`src/rtl/gpio_pkg.sv`:
```
// Shared register map constants for the memory-mapped GPIO block.
package gpio_pkg;

    localparam logic [3:0] GPIO_OUT     = 4'h0;
    localparam logic [3:0] GPIO_DIR     = 4'h1;
    localparam logic [3:0] GPIO_IN      = 4'h2;
    localparam logic [3:0] GPIO_SET     = 4'h3;
    localparam logic [3:0] GPIO_CLR     = 4'h4;
    localparam logic [3:0] GPIO_TGL     = 4'h5;
    localparam logic [3:0] GPIO_RISE_EN = 4'h6;
    localparam logic [3:0] GPIO_FALL_EN = 4'h7;
    localparam logic [3:0] GPIO_STATUS  = 4'h8;

    localparam int unsigned GPIO_WINDOW_WORDS = 16;
    localparam logic [31:0] GPIO_RSVD_READ    = 32'h0;

endpackage

```
`src/rtl/mmio_gpio_if.sv`:
```
// Data-bus port of the GPIO peripheral: address, write strobe/data and registered read data.
interface mmio_gpio_if #(
    parameter int unsigned DATA_WIDTH = 32,
    parameter int unsigned ADDR_WIDTH = 10
);
    logic [ADDR_WIDTH-1:0] i_Addr;
    logic                  i_WrEnable;
    logic [DATA_WIDTH-1:0] i_WrData;
    logic [DATA_WIDTH-1:0] o_RdData;

    modport master (
        output i_Addr,
        output i_WrEnable,
        output i_WrData,
        input  o_RdData
    );

    modport slave (
        input  i_Addr,
        input  i_WrEnable,
        input  i_WrData,
        output o_RdData
    );
endinterface

```
`src/rtl/gpio_sync.sv`:
```
// Two-flop input synchroniser per bit plus a history flop for rise/fall detection.
module gpio_sync #(
    parameter int unsigned WIDTH = 8
) (
    input  logic             i_Clock,
    input  logic             i_Reset,
    input  logic [WIDTH-1:0] i_Async,
    output logic [WIDTH-1:0] o_Sync,
    output logic [WIDTH-1:0] o_Rise,
    output logic [WIDTH-1:0] o_Fall
);
    logic [WIDTH-1:0] r_meta;
    logic [WIDTH-1:0] r_sync;
    logic [WIDTH-1:0] r_prev;

    always_ff @(posedge i_Clock or posedge i_Reset) begin
        if (i_Reset) begin
            r_meta <= '0;
            r_sync <= '0;
            r_prev <= '0;
        end else begin
            r_meta <= i_Async;
            r_sync <= r_meta;
            r_prev <= r_sync;
        end
    end

    assign o_Sync = r_sync;
    assign o_Rise = r_sync & ~r_prev;
    assign o_Fall = ~r_sync & r_prev;
endmodule

```
`src/rtl/mmio_gpio.sv`:
```
// GPIO peripheral: address decode, register file with atomic set/clear/toggle,
// edge-interrupt status (rw1c), registered read mux and level interrupt.
module mmio_gpio
    import gpio_pkg::*;
#(
    parameter int unsigned           DATA_WIDTH = 32,
    parameter int unsigned           ADDR_WIDTH = 10,
    parameter logic [ADDR_WIDTH-1:0] BASE_ADDR  = 10'h200,
    parameter int unsigned           PIN_COUNT  = 8
) (
    input  logic                 i_Clock,
    input  logic                 i_Reset,
    mmio_gpio_if.slave           bus,
    input  logic [PIN_COUNT-1:0] i_PinIn,
    output logic [PIN_COUNT-1:0] o_PinOut,
    output logic [PIN_COUNT-1:0] o_PinOE,
    output logic                 o_Irq
);
    logic                  w_sel;
    logic                  w_wr;
    logic [3:0]            w_off;
    logic [PIN_COUNT-1:0]  w_wdata;
    logic [PIN_COUNT-1:0]  w_sync;
    logic [PIN_COUNT-1:0]  w_rise;
    logic [PIN_COUNT-1:0]  w_fall;
    logic [PIN_COUNT-1:0]  w_out_d;
    logic [PIN_COUNT-1:0]  w_dir_d;
    logic [PIN_COUNT-1:0]  w_rise_en_d;
    logic [PIN_COUNT-1:0]  w_fall_en_d;
    logic [PIN_COUNT-1:0]  w_status_d;
    logic [PIN_COUNT-1:0]  w_w1c;
    logic [DATA_WIDTH-1:0] w_rd_d;
    logic                  w_unused_wdata;

    logic [PIN_COUNT-1:0]  r_out;
    logic [PIN_COUNT-1:0]  r_dir;
    logic [PIN_COUNT-1:0]  r_rise_en;
    logic [PIN_COUNT-1:0]  r_fall_en;
    logic [PIN_COUNT-1:0]  r_status;
    logic [DATA_WIDTH-1:0] r_rd_data;

    gpio_sync #(
        .WIDTH (PIN_COUNT)
    ) u_sync (
        .i_Clock (i_Clock),
        .i_Reset (i_Reset),
        .i_Async (i_PinIn),
        .o_Sync  (w_sync),
        .o_Rise  (w_rise),
        .o_Fall  (w_fall)
    );

    assign w_sel          = (bus.i_Addr[ADDR_WIDTH-1:4] == BASE_ADDR[ADDR_WIDTH-1:4]);
    assign w_wr           = w_sel && bus.i_WrEnable;
    assign w_off          = bus.i_Addr[3:0];
    assign w_wdata        = bus.i_WrData[PIN_COUNT-1:0];
    assign w_unused_wdata = ^bus.i_WrData;

    always_comb begin
        w_out_d     = r_out;
        w_dir_d     = r_dir;
        w_rise_en_d = r_rise_en;
        w_fall_en_d = r_fall_en;
        w_w1c       = '0;
        if (w_wr) begin
            case (w_off)
                GPIO_OUT:     w_out_d     = w_wdata;
                GPIO_DIR:     w_dir_d     = w_wdata;
                GPIO_SET:     w_out_d     = r_out | w_wdata;
                GPIO_CLR:     w_out_d     = r_out & ~w_wdata;
                GPIO_TGL:     w_out_d     = r_out ^ w_wdata;
                GPIO_RISE_EN: w_rise_en_d = w_wdata;
                GPIO_FALL_EN: w_fall_en_d = w_wdata;
                GPIO_STATUS:  w_w1c       = w_wdata;
                default:      ;
            endcase
        end
        // New edges are OR-ed in after the clear so a same-cycle event wins.
        w_status_d = (r_status & ~w_w1c) | (w_rise & r_rise_en) | (w_fall & r_fall_en);
    end

    always_comb begin
        w_rd_d = DATA_WIDTH'(GPIO_RSVD_READ);
        if (w_sel) begin
            case (w_off)
                GPIO_OUT:     w_rd_d[PIN_COUNT-1:0] = r_out;
                GPIO_DIR:     w_rd_d[PIN_COUNT-1:0] = r_dir;
                GPIO_IN:      w_rd_d[PIN_COUNT-1:0] = w_sync;
                GPIO_RISE_EN: w_rd_d[PIN_COUNT-1:0] = r_rise_en;
                GPIO_FALL_EN: w_rd_d[PIN_COUNT-1:0] = r_fall_en;
                GPIO_STATUS:  w_rd_d[PIN_COUNT-1:0] = r_status;
                default:      ;
            endcase
        end
    end

    always_ff @(posedge i_Clock or posedge i_Reset) begin
        if (i_Reset) begin
            r_out     <= '0;
            r_dir     <= '0;
            r_rise_en <= '0;
            r_fall_en <= '0;
            r_status  <= '0;
            r_rd_data <= '0;
        end else begin
            r_out     <= w_out_d;
            r_dir     <= w_dir_d;
            r_rise_en <= w_rise_en_d;
            r_fall_en <= w_fall_en_d;
            r_status  <= w_status_d;
            r_rd_data <= w_rd_d;
        end
    end

    assign bus.o_RdData = r_rd_data;
    assign o_PinOut     = r_out;
    assign o_PinOE      = r_dir;
    assign o_Irq        = |r_status;
endmodule

```
`src/flat_wrapper.sv`:
```
// flat-port wrapper written by rule: the top's interface ports become plain ports
module mmio_gpio_flat import gpio_pkg::*;
#(
    parameter int unsigned           DATA_WIDTH = 32,
    parameter int unsigned           ADDR_WIDTH = 10,
    parameter logic [ADDR_WIDTH-1:0] BASE_ADDR  = 10'h200,
    parameter int unsigned           PIN_COUNT  = 8
)
  (i_Clock, i_Reset, i_PinIn, o_PinOut, o_PinOE, o_Irq, bus_i_Addr, bus_i_WrEnable, bus_i_WrData, bus_o_RdData);
  mmio_gpio_if #(.DATA_WIDTH(DATA_WIDTH), .ADDR_WIDTH(ADDR_WIDTH)) bus_i ();
  input  logic i_Clock;
  input  logic i_Reset;
  input  logic [PIN_COUNT-1:0] i_PinIn;
  output logic [PIN_COUNT-1:0] o_PinOut;
  output logic [PIN_COUNT-1:0] o_PinOE;
  output logic o_Irq;
  input wire logic [$bits(bus_i.i_Addr)-1:0] bus_i_Addr;
  input wire logic [$bits(bus_i.i_WrEnable)-1:0] bus_i_WrEnable;
  input wire logic [$bits(bus_i.i_WrData)-1:0] bus_i_WrData;
  output wire logic [$bits(bus_i.o_RdData)-1:0] bus_o_RdData;
  assign bus_i.i_Addr = bus_i_Addr;
  assign bus_i.i_WrEnable = bus_i_WrEnable;
  assign bus_i.i_WrData = bus_i_WrData;
  assign bus_o_RdData = bus_i.o_RdData;
  mmio_gpio #(.DATA_WIDTH(DATA_WIDTH), .ADDR_WIDTH(ADDR_WIDTH), .BASE_ADDR(BASE_ADDR), .PIN_COUNT(PIN_COUNT)) u_core (.i_Clock(i_Clock), .i_Reset(i_Reset), .bus(bus_i), .i_PinIn(i_PinIn), .o_PinOut(o_PinOut), .o_PinOE(o_PinOE), .o_Irq(o_Irq));
endmodule
```
`config.mk`:
```
export PLATFORM = sky130hd
export DESIGN_NAME = mmio_gpio_flat
export DESIGN_NICKNAME = d
export VERILOG_FILES = /design/src/rtl/gpio_pkg.sv /design/src/rtl/mmio_gpio_if.sv /design/src/rtl/gpio_sync.sv /design/src/rtl/mmio_gpio.sv /design/src/flat_wrapper.sv
export SDC_FILE = /design/constraint.sdc
export NUM_CORES = 1
export LEC_CHECK = 0
export CAP_MARGIN = 20
export CORE_UTILIZATION = 44
export DETAILED_ROUTE_END_ITERATION = 10
export PLACE_DENSITY = 0.84
export SETUP_SLACK_MARGIN = 0.4
export SYNTH_ARGS = -nofsm -noshare
export SYNTH_HDL_FRONTEND = slang
export SYNTH_SLANG_ARGS = --single-unit
```
`constraint.sdc`:
```
create_clock -name i_Clock -period 2.1 [get_ports i_Clock]
set_clock_uncertainty 0.15 [all_clocks]
set_input_delay 0.315 -clock i_Clock [delete_from_list [all_inputs] [get_ports i_Clock]]
set_output_delay 0.315 -clock i_Clock [all_outputs]
set_load 0.03 [all_outputs]
```
Yosys cells after proc, flatten, opt, wreduce, memory -nomap -nowiden

Index checks and enable logic that the tools add are counted.

Bits in registers: 72
Input port bits: 53
Bits in writable memories: 0
Memories kept: 0
Latch bits: 0
Bits in read-only memories: 0
Word-level logic and storage cells: 45

Div/mod/pow operators: 0
Muxes and demuxes: 5
$add $sub $neg: 0
Order comparisons: 0
Eq/ne operators: 9
Shifts and indexed selects: 0
Reductions and logical operators: 8
$mul: 0
Bitwise operators: 14

Operator list:

| operator                                            | count |
|---|---|
| AND 8 bit                                           | 6 |
| one-hot mux 8 bit (6 select lines)                  | 1 |
| inverter 8 bit                                      | 4 |
| one-hot mux 8 bit (4 select lines)                  | 1 |
| 2-to-1 mux 8 bit                                    | 3 |
| bitwise OR 8 bit                                    | 3 |
| equality test 4 x 3 -> 1 bit, second input constant | 4 |
| equality test 4 x 2 -> 1 bit, second input constant | 2 |
| AND reduction 2 bit                                 | 4 |
| OR reduction 8 bit                                  | 1 |
| XOR 8 bit                                           | 1 |
| equality test 6 bit, second input constant          | 1 |
| equality test 4 x 1 -> 1 bit, second input constant | 1 |
| equality test 4 bit, second input constant          | 1 |
| logical NOT 4 bit                                   | 1 |
| nonzero test 4 bit                                  | 1 |
| logical AND 1 bit                                   | 1 |

Logic depth before layout (Yosys ltp)

Gate-level depths: netlist of the first run.

Depth after elaboration: 7
Depth in mapped cells: 6
Gate-level depth less buffers: 6

Hierarchy

A second synthesis of the first run with hierarchy kept.

Cells, all modules: 339
Area total of the unflattened synthesis: 3818.7 um^2

By module, submodules not included:

| module    | seq. area each (um^2) | times used | area an instance (um^2) | cells each |
|---|---|---|---|---|
| mmio_gpio | 1201.2                | 1          | 3074.2                  | 298 |
| gpio_sync | 600.6                 | 1          | 744.5                   | 41 |

Worst setup path before layout of the first run

OpenSTA, ideal clock, no wires.

Path kind: input to register
Start: input port bus_i_Addr[2]
End: register u_core.r_dir[0], in the netlist u_core.o_PinOE[0]
Library setup time: 125 ps
Arrival time: 1522 ps
Path buffers: 2
Path slack: 303 ps
Cell stages on the path: 6
Cell sequence: buf_2 nor2_1 and2_1 nor2b_1 buf_4 mux2_2

Longest elaborated chain between the ends: 2

RTL lines:

| what                          | line               | RTL |
|---|---|---|
| start, declared               | flat_wrapper.sv:17 | `input wire logic [$bits(bus_i.i_Addr)-1:0] bus_i_Addr;` |
| equality test 4 x 1 -> 1 bit  | mmio_gpio.sv:66    | `case (w_off)` |
| AND reduction 2 bit (no line) | --                 |  |
| end signal, assigned          | mmio_gpio.sv:107   | `r_dir <= w_dir_d;` |
| end, declared                 | mmio_gpio.sv:36    | `logic [PIN_COUNT-1:0] r_dir;` |

Every way passes these cells.
A chain may end at the register's enable or synchronous reset.

Worst setup path in the final report of the first run

Start: register u_core.r_status[3]
End: output port o_Irq

Longest elaborated chain between the ends: 1

RTL lines:

| what                   | line               | RTL |
|---|---|---|
| start, declared        | mmio_gpio.sv:39    | `logic [PIN_COUNT-1:0] r_status;` |
| start signal, assigned | mmio_gpio.sv:110   | `r_status <= w_status_d;` |
| OR reduction 8 bit     | mmio_gpio.sv:118   | `assign o_Irq = \|r_status;` |
| end, declared          | flat_wrapper.sv:16 | `output logic o_Irq;` |

Every way passes these cells.

==> impl_metrics.ini, run 1 <==
[run_status]
outcome = completed

[floorplan]
die_h_microns = 94.7
core.rowCount = 33
coreArea_sq_um = 8260
ios = 102
fp.dieW_microns = 94.7
dieArea_sq_um = 8970
start_util = 0.458

[power]
ir_worst_vdd_uv = 506
p_switching_mw = 0.913
sequentialPowerShare = 0.460
sw_frac_of_total = 0.276
p_clk_frac = 0.377
power.share.combinational = 0.163
pwr_density_cell_nw_per_um2 = 660
p_int_mw = 2.39
p_leak_nw = 2.45

[place]
place_area_sq_um = 4640
globalplace.congestion = 0.852
dp.cells = 539
port_buffers = 53
place_hpwl_microns = 6800

[worst_hold_path]
whs_path_depth = 0
worst_hold_path_type = reg -> reg
hp-start = u_core.u_sync.r_meta[3]$_DFF_PP0_
worstHoldEndpoint = u_core.u_sync.o_Sync[3]$_DFF_PP0_

[logic_synthesis]
synthCells = 352
synth_area_per_cell_sq_um = 10.7
yosysWarnings = 0
synth_top_area_frac = 0.476
synthTopCellsByArea = dfrtp_1 (48%), mux2_2 (7.1%), buf_4 (5.6%)
synth_largest_area_cell = dfrtp_1
synth-seq-cells = 72
yosysSeqAreaShare = 0.476
synth_ff_type = dfrtp_1
synth_edf_count = 0
yosysUniqueCellTypes = 41
synthesis.area_sq_um = 3780
async_reset_ff_frac = 1.00

[clock_network]
numCtsBuffers = 9
path_clk_slew_ps = 80
htree_num_levels = 3
clkSinkCount = 72
hold_buffers = 0
clockRootBuffer = clkbuf_8
ctsLongestPathBuffers = 2
clk_latency_ps = 360
cts_tree = done

[layout]
multi_input_area_sq_um = 1850
finalInstanceArea_sq_um = 5010
n_fill_cell = 641
nNetsFinal = 520
area.sequential_sq_um = 1810
drive_above_1_share = 0.274
diodes = 0
synthToLayoutAreaGrowth_pct = 32.4
fin_cells = 561

[flow_run]
cap_viol_max_count = 0

[timing]
setup_viol = 0
finalSetupTns_ps = 0
hold_violations = 0
drv_slew = 0
rsz0062_at_grt = yes
period_needed_ps = 1820
period_share = 0.867
clock.fmax_mhz = 549

[routing]
vias = 3028
firstDrtPassIters = 4
drtAntennaViolNets = 0
via_per_inst = 5.40
wire_per_inst_microns = 17.0
drc = 0
drt_wl_total_microns = 9540
drtIter0Drc = 222

[global_routing]
grt_pass1_wl_microns = 15400
track_usage = 0.234
grt_pass1_vias = 3074
grt-ovfl-total = 0
grt_start_max_net_pins = 73
antenna_found_initial = 0

[setup_path]
crit_required_ps = 1630
slowest_delay_ps = 430
path_class = reg -> out
reg2reg_slack_ps = 480
cp_cell_sequence = nor4_2 -> nand2_1 -> buf_6
worstPathMaxFanout = 3
cp_slowest_cell = dfrtp_1
rr_worst_depth = 5
endpoint_kind = output port
r2r-start = u_core.o_PinOut[0]$_DFFE_PP0P_
cp-start-kind = register
r2r-end = u_core.o_PinOut[0]$_DFFE_PP0P_
critPathArrivalTime_ps = 1360
==> metal layers <==
layer | share of wire | vias to the layer above | GRT usage
met3 | 0.064 | 26 | 0.0572
li1 | - | 1393 | -
met5 | 0 | - | 0
met2 | 0.50 | 127 | 0.387
met1 | 0.41 | 1482 | 0.293
met4 | 0.025 | 0 | 0.0947
==> worst max-delay path: cells and delay by family (launching register included) <==
kind / cells / cell delay (ps)
buf+inv: 1 / 160
flops: 1 / 430
simple gates: 2 / 410
==> power groups by stage <==
stage | combinational (mW) | clock [mW] | sequential (mW)
global route | 0.587 | 1.33 | 1.52
global placement | 0.494 | 0 | 1.54
CTS | 0.507 | 1.28 | 1.52
detailed placement | 0.508 | 0 | 1.54
floorplan | 0.309 | 0 | 1.54
finish | 0.539 | 1.25 | 1.52
==> cell usage after synthesis (8+ instances only) <==
library cell and n:
a21o_1 11, o31ai_1 8, nor2_1 11, mux2_2 24, ha_1 16, dfrtp_1 72
o21ai_0 21, inv_1 17, and3_1 8, nand2_1 36, buf_2 10, buf_4 28
==> layout by cell type (no fill, tap or decap), types with 3 or more instances in the layout <==
master	n
a2bb2oi_1	4
o31ai_1	5
dfrtp_2	6
nand3_1	4
nor3_1	3
and3b_1	7
dlygate4sd2_1	25
inv_1	16
a21o_1	11
o31ai_2	3
nand3b_1	6
nor2b_2	3
a22o_1	7
dfrtp_1	66
buf_6	4
a21oi_1	6
mux2_4	4
mux2_2	20
nand2_1	36
conb_1	24
o21ai_0	15
o22ai_1	3
buf_4	44
nor2_1	10
a31oi_1	5
and3_1	8
mux2i_1	7
clkbuf_8	10
o21ai_1	6
ha_1	16
nor3b_1	5
a22oi_1	4
clkdlybuf4s50_1	17
clkdlybuf4s15_1	6
==> sequential cells by signal, summed over array words and instances (netlist names) <==
register and cells:
u_core.u_sync.o_Sync 8, u_core.r_rise_en 8, u_core.r_fall_en 8, u_core.o_PinOE 8, u_core.u_sync.r_prev 8, u_core.o_PinOut 8, u_core.u_sync.r_meta 8, u_core.r_status 8
u_core.bus.o_RdData 8
==> per-stage QoR <==
step | power (mW) | util | hold slack (ps) | setup WS [ps]
floorplan | 1.85 | - | 181 | 397
CTS | 3.30 | 0.591 | 202 | 122
detailed placement | 2.05 | 0.562 | 185 | -212
global route | 3.45 | 0.607 | 200 | 234
global placement | 2.03 | 0.562 | 182 | -154
finish | 3.31 | 0.607 | 196 | 279
==> kinds of logic (layout without fill, tap and decap cells) <==
logic type	count (synthesis)	in the layout	synth area share
flip-flops	72	72	0.476
AND/OR/NAND/NOR	105	105	0.167
multiplexers	32	32	0.0936
other	1	24	0.000991
AO/OA/AOI/OAI	70	70	0.122
buffers and inverters	56	137	0.0866
adder cells (fa/ha/maj)	16	16	0.0529
==> area by class of cell <==
cell class	count	area share
clock buffer	10	0.0275
clock inverter	6	0.0180
inverter	17	0.0135
multi-input combinational	247	0.369
sequential	72	0.361
tap	105	0.0262
timing repair buffer	104	0.185
==> repair_timing <==
action,CTS,global route
gates resized for setup,55,38
hold endpoints to repair,0,0
endpoints found under the setup margin,73,47
setup buffers,0,5
gates cloned,0,1
pin swaps,4,8
==> worst max-delay path by stage <==
stage | start | depth (start not counted) | endpoint | slack [ps]
finish | u_core.r_status[3]$_DFF_PP0_ | 3 | o_Irq | 280
global route | u_core.r_status[3]$_DFF_PP0_ | 3 | o_Irq | 230
CTS | u_core.r_status[6]$_DFF_PP0_ | 3 | o_Irq | 120
detailed placement | bus_i_Addr[1] | 7 | u_core.r_rise_en[1]$_DFFE_PP0P_ | -210
global placement | bus_i_Addr[1] | 7 | u_core.r_rise_en[1]$_DFFE_PP0P_ | -150
floorplan | bus_i_Addr[5] | 4 | u_core.r_rise_en[0]$_DFFE_PP0P_ | 400
No activity file was read; power rests on OpenSTA's default activity.
==> run 2: changes to the inputs <==
--- a/config.mk
+++ b/config.mk
@@ -6,9 +6,10 @@
 export NUM_CORES = 1
 export LEC_CHECK = 0
 export CAP_MARGIN = 20
-export CORE_UTILIZATION = 44
+export CORE_UTILIZATION = 45
+export CTS_BUF_LIST = sky130_fd_sc_hd__clkbuf_8
 export DETAILED_ROUTE_END_ITERATION = 10
-export PLACE_DENSITY = 0.84
+export PLACE_DENSITY = 0.85
 export SETUP_SLACK_MARGIN = 0.4
 export SYNTH_ARGS = -nofsm -noshare
 export SYNTH_HDL_FRONTEND = slang
==> impl_metrics.ini, run 2 (synthesis results as in run 1) <==
[routing]
via_per_inst = 5.46
firstDrtPassIters = 4
drc = 0
wire_per_inst_microns = 16.3
drt_wl_total_microns = 9120
drtIter0Drc = 192
drtAntennaViolNets = 0
vias = 3049

[timing]
clock.fmax_mhz = 550
hold_violations = 0
period_share = 0.867
worst_hold_slack_ps = 198
period_needed_ps = 1820
drv_slew = 0
setup_viol = 0
rsz0062_at_grt = yes

[floorplan]
dieArea_sq_um = 8780
ios = 102
die_h_microns = 93.7
start_util = 0.463
coreArea_sq_um = 8180
core.rowCount = 33
fp.dieW_microns = 93.7

[global_routing]
grt_start_max_net_pins = 73
track_usage = 0.221
grt_pass1_vias = 3050
antenna_found_initial = 0
grt_pass1_wl_microns = 14600
grt-ovfl-total = 0

[layout]
n_fill_cell = 638
finalInstanceArea_sq_um = 4990
final_common_cell = dfrtp_1
final_core_util = 0.611
area.sequential_sq_um = 1810
nNetsFinal = 517
final_cell_mix = dfrtp_1 (67), buf_4 (42), nand2_1 (36)
multi_input_area_sq_um = 1850
drive_above_1_share = 0.274
diodes = 0
synthToLayoutAreaGrowth_pct = 31.9
fin_cells = 558

[place]
dp.cells = 539
port_buffers = 53
place_hpwl_microns = 6440
place_area_sq_um = 4650
globalplace.congestion = 0.876

[setup_path]
cp-start-kind = register
critPathArrivalTime_ps = 1350
endpoint_kind = output port
worstPathMaxFanout = 3
path_class = reg -> out
crit_required_ps = 1630

[power]
sw_frac_of_total = 0.279
p_int_mw = 2.37
p_switching_mw = 0.916
p_clk_frac = 0.375
ir_worst_vdd_uv = 444
sequentialPowerShare = 0.463
power.share.combinational = 0.162
pwr_density_cell_nw_per_um2 = 658
p_leak_nw = 2.44

[clock_network]
htree_num_levels = 3
cts_tree = done
clk_latency_ps = 350
ctsLongestPathBuffers = 2
clkSinkCount = 72
hold_buffers = 0
path_clk_slew_ps = 80
numCtsBuffers = 9
clockRootBuffer = clkbuf_8

[flow_run]
cap_viol_max_count = 0

[run_status]
outcome = completed

[worst_hold_path]
worst_hold_path_type = reg -> reg
[run 2: cell types whose count changed in the layout (fill, tap and decap cells not counted), moves of 2 or more]
cell,before,now
buf_4,44,42
dlygate4sd2_1,25,28
o31ai_1,5,3
clkdlybuf4s15_1,6,4
o31ai_2,3,5
clkinv_4,1,3
mux2_2,20,22
mux2_4,4,2
[run 2: path summary, 6_finish.rpt]
check                                                   from                                end  slack, ps  depth (start not counted)
hold reg to reg            u_core.u_sync.r_meta[6]$_DFF_PP0_  u_core.u_sync.o_Sync[6]$_DFF_PP0_        200                          0
setup reg to reg              u_core.o_PinOut[1]$_DFFE_PP0P_     u_core.o_PinOut[1]$_DFFE_PP0P_        470                          6
setup / recovery                u_core.r_status[3]$_DFF_PP0_                              o_Irq        280                          3
max in group asynchronous                            i_Reset     u_core.o_PinOut[1]$_DFFE_PP0P_       1230                          3
min in group asynchronous                            i_Reset  u_core.u_sync.r_meta[0]$_DFF_PP0_        250                          3
hold / removal             u_core.u_sync.r_meta[6]$_DFF_PP0_  u_core.u_sync.o_Sync[6]$_DFF_PP0_        200                          0
[run 2: timing repair]
action                     CTS  global route
pin swaps                    3             8
setup buffers                1             2
setup endpoints to repair   71            46
gates resized for setup     49            37
[run 2: cell type report]
type                       instances  area share
multi-input combinational        247       0.371
sequential                        72       0.362
timing repair buffer             101       0.181
tap                              105      0.0263
clock buffer                       9      0.0248
clock inverter                     7      0.0208
inverter                          17      0.0135
[run 2: critical path: stages (launching register included)]
cell and delay, ps:
dfrtp_1 420, nor4_2 290, nand2_1 130, buf_6 160
[run 2: routing by layer]
| layer | track usage | wire length, microns |
|---|---|---|
| met5 | 0 | 0 |
| met4 | 0.118 | 366 |
| met3 | 0.0510 | 581 |
| met2 | 0.364 | 4550 |
| met1 | 0.268 | 3620 |
[run 2: power groups by stage]
stage	Clock (mW)	Combinational, mW	Sequential, mW
6_report	1.23	0.532	1.52
4_1_cts	1.26	0.510	1.52
2_1_floorplan	0	0.309	1.54
5_1_grt	1.32	0.575	1.53
3_3_place_gp	0	0.494	1.54
3_5_place_dp	0	0.507	1.54
[run 2: metrics by stage]
| step | total power [mW] | setup slack, ps | TNS, ps |
|---|---|---|---|
| after floorplan | 1.85 | 397 | 0 |
| after global placement | 2.03 | -149 | -4200 |
| after detailed placement | 2.05 | -159 | -4580 |
| after CTS | 3.29 | 121 | 0 |
| after global routing | 3.42 | 210 | 0 |
| final | 3.28 | 280 | 0 |
==> run 3: changes to the inputs <==
--- a/config.mk
+++ b/config.mk
@@ -7,7 +7,7 @@
 export LEC_CHECK = 0
 export CAP_MARGIN = 20
 export CORE_UTILIZATION = 45
-export CTS_BUF_LIST = sky130_fd_sc_hd__clkbuf_8
+export CTS_BUF_LIST = sky130_fd_sc_hd__clkbuf_2 sky130_fd_sc_hd__clkbuf_4 sky130_fd_sc_hd__clkbuf_8
 export DETAILED_ROUTE_END_ITERATION = 10
 export PLACE_DENSITY = 0.85
 export SETUP_SLACK_MARGIN = 0.4
==> results of run 3 <==
No change in the layout: final DEF, timing and power equal those of run 2.
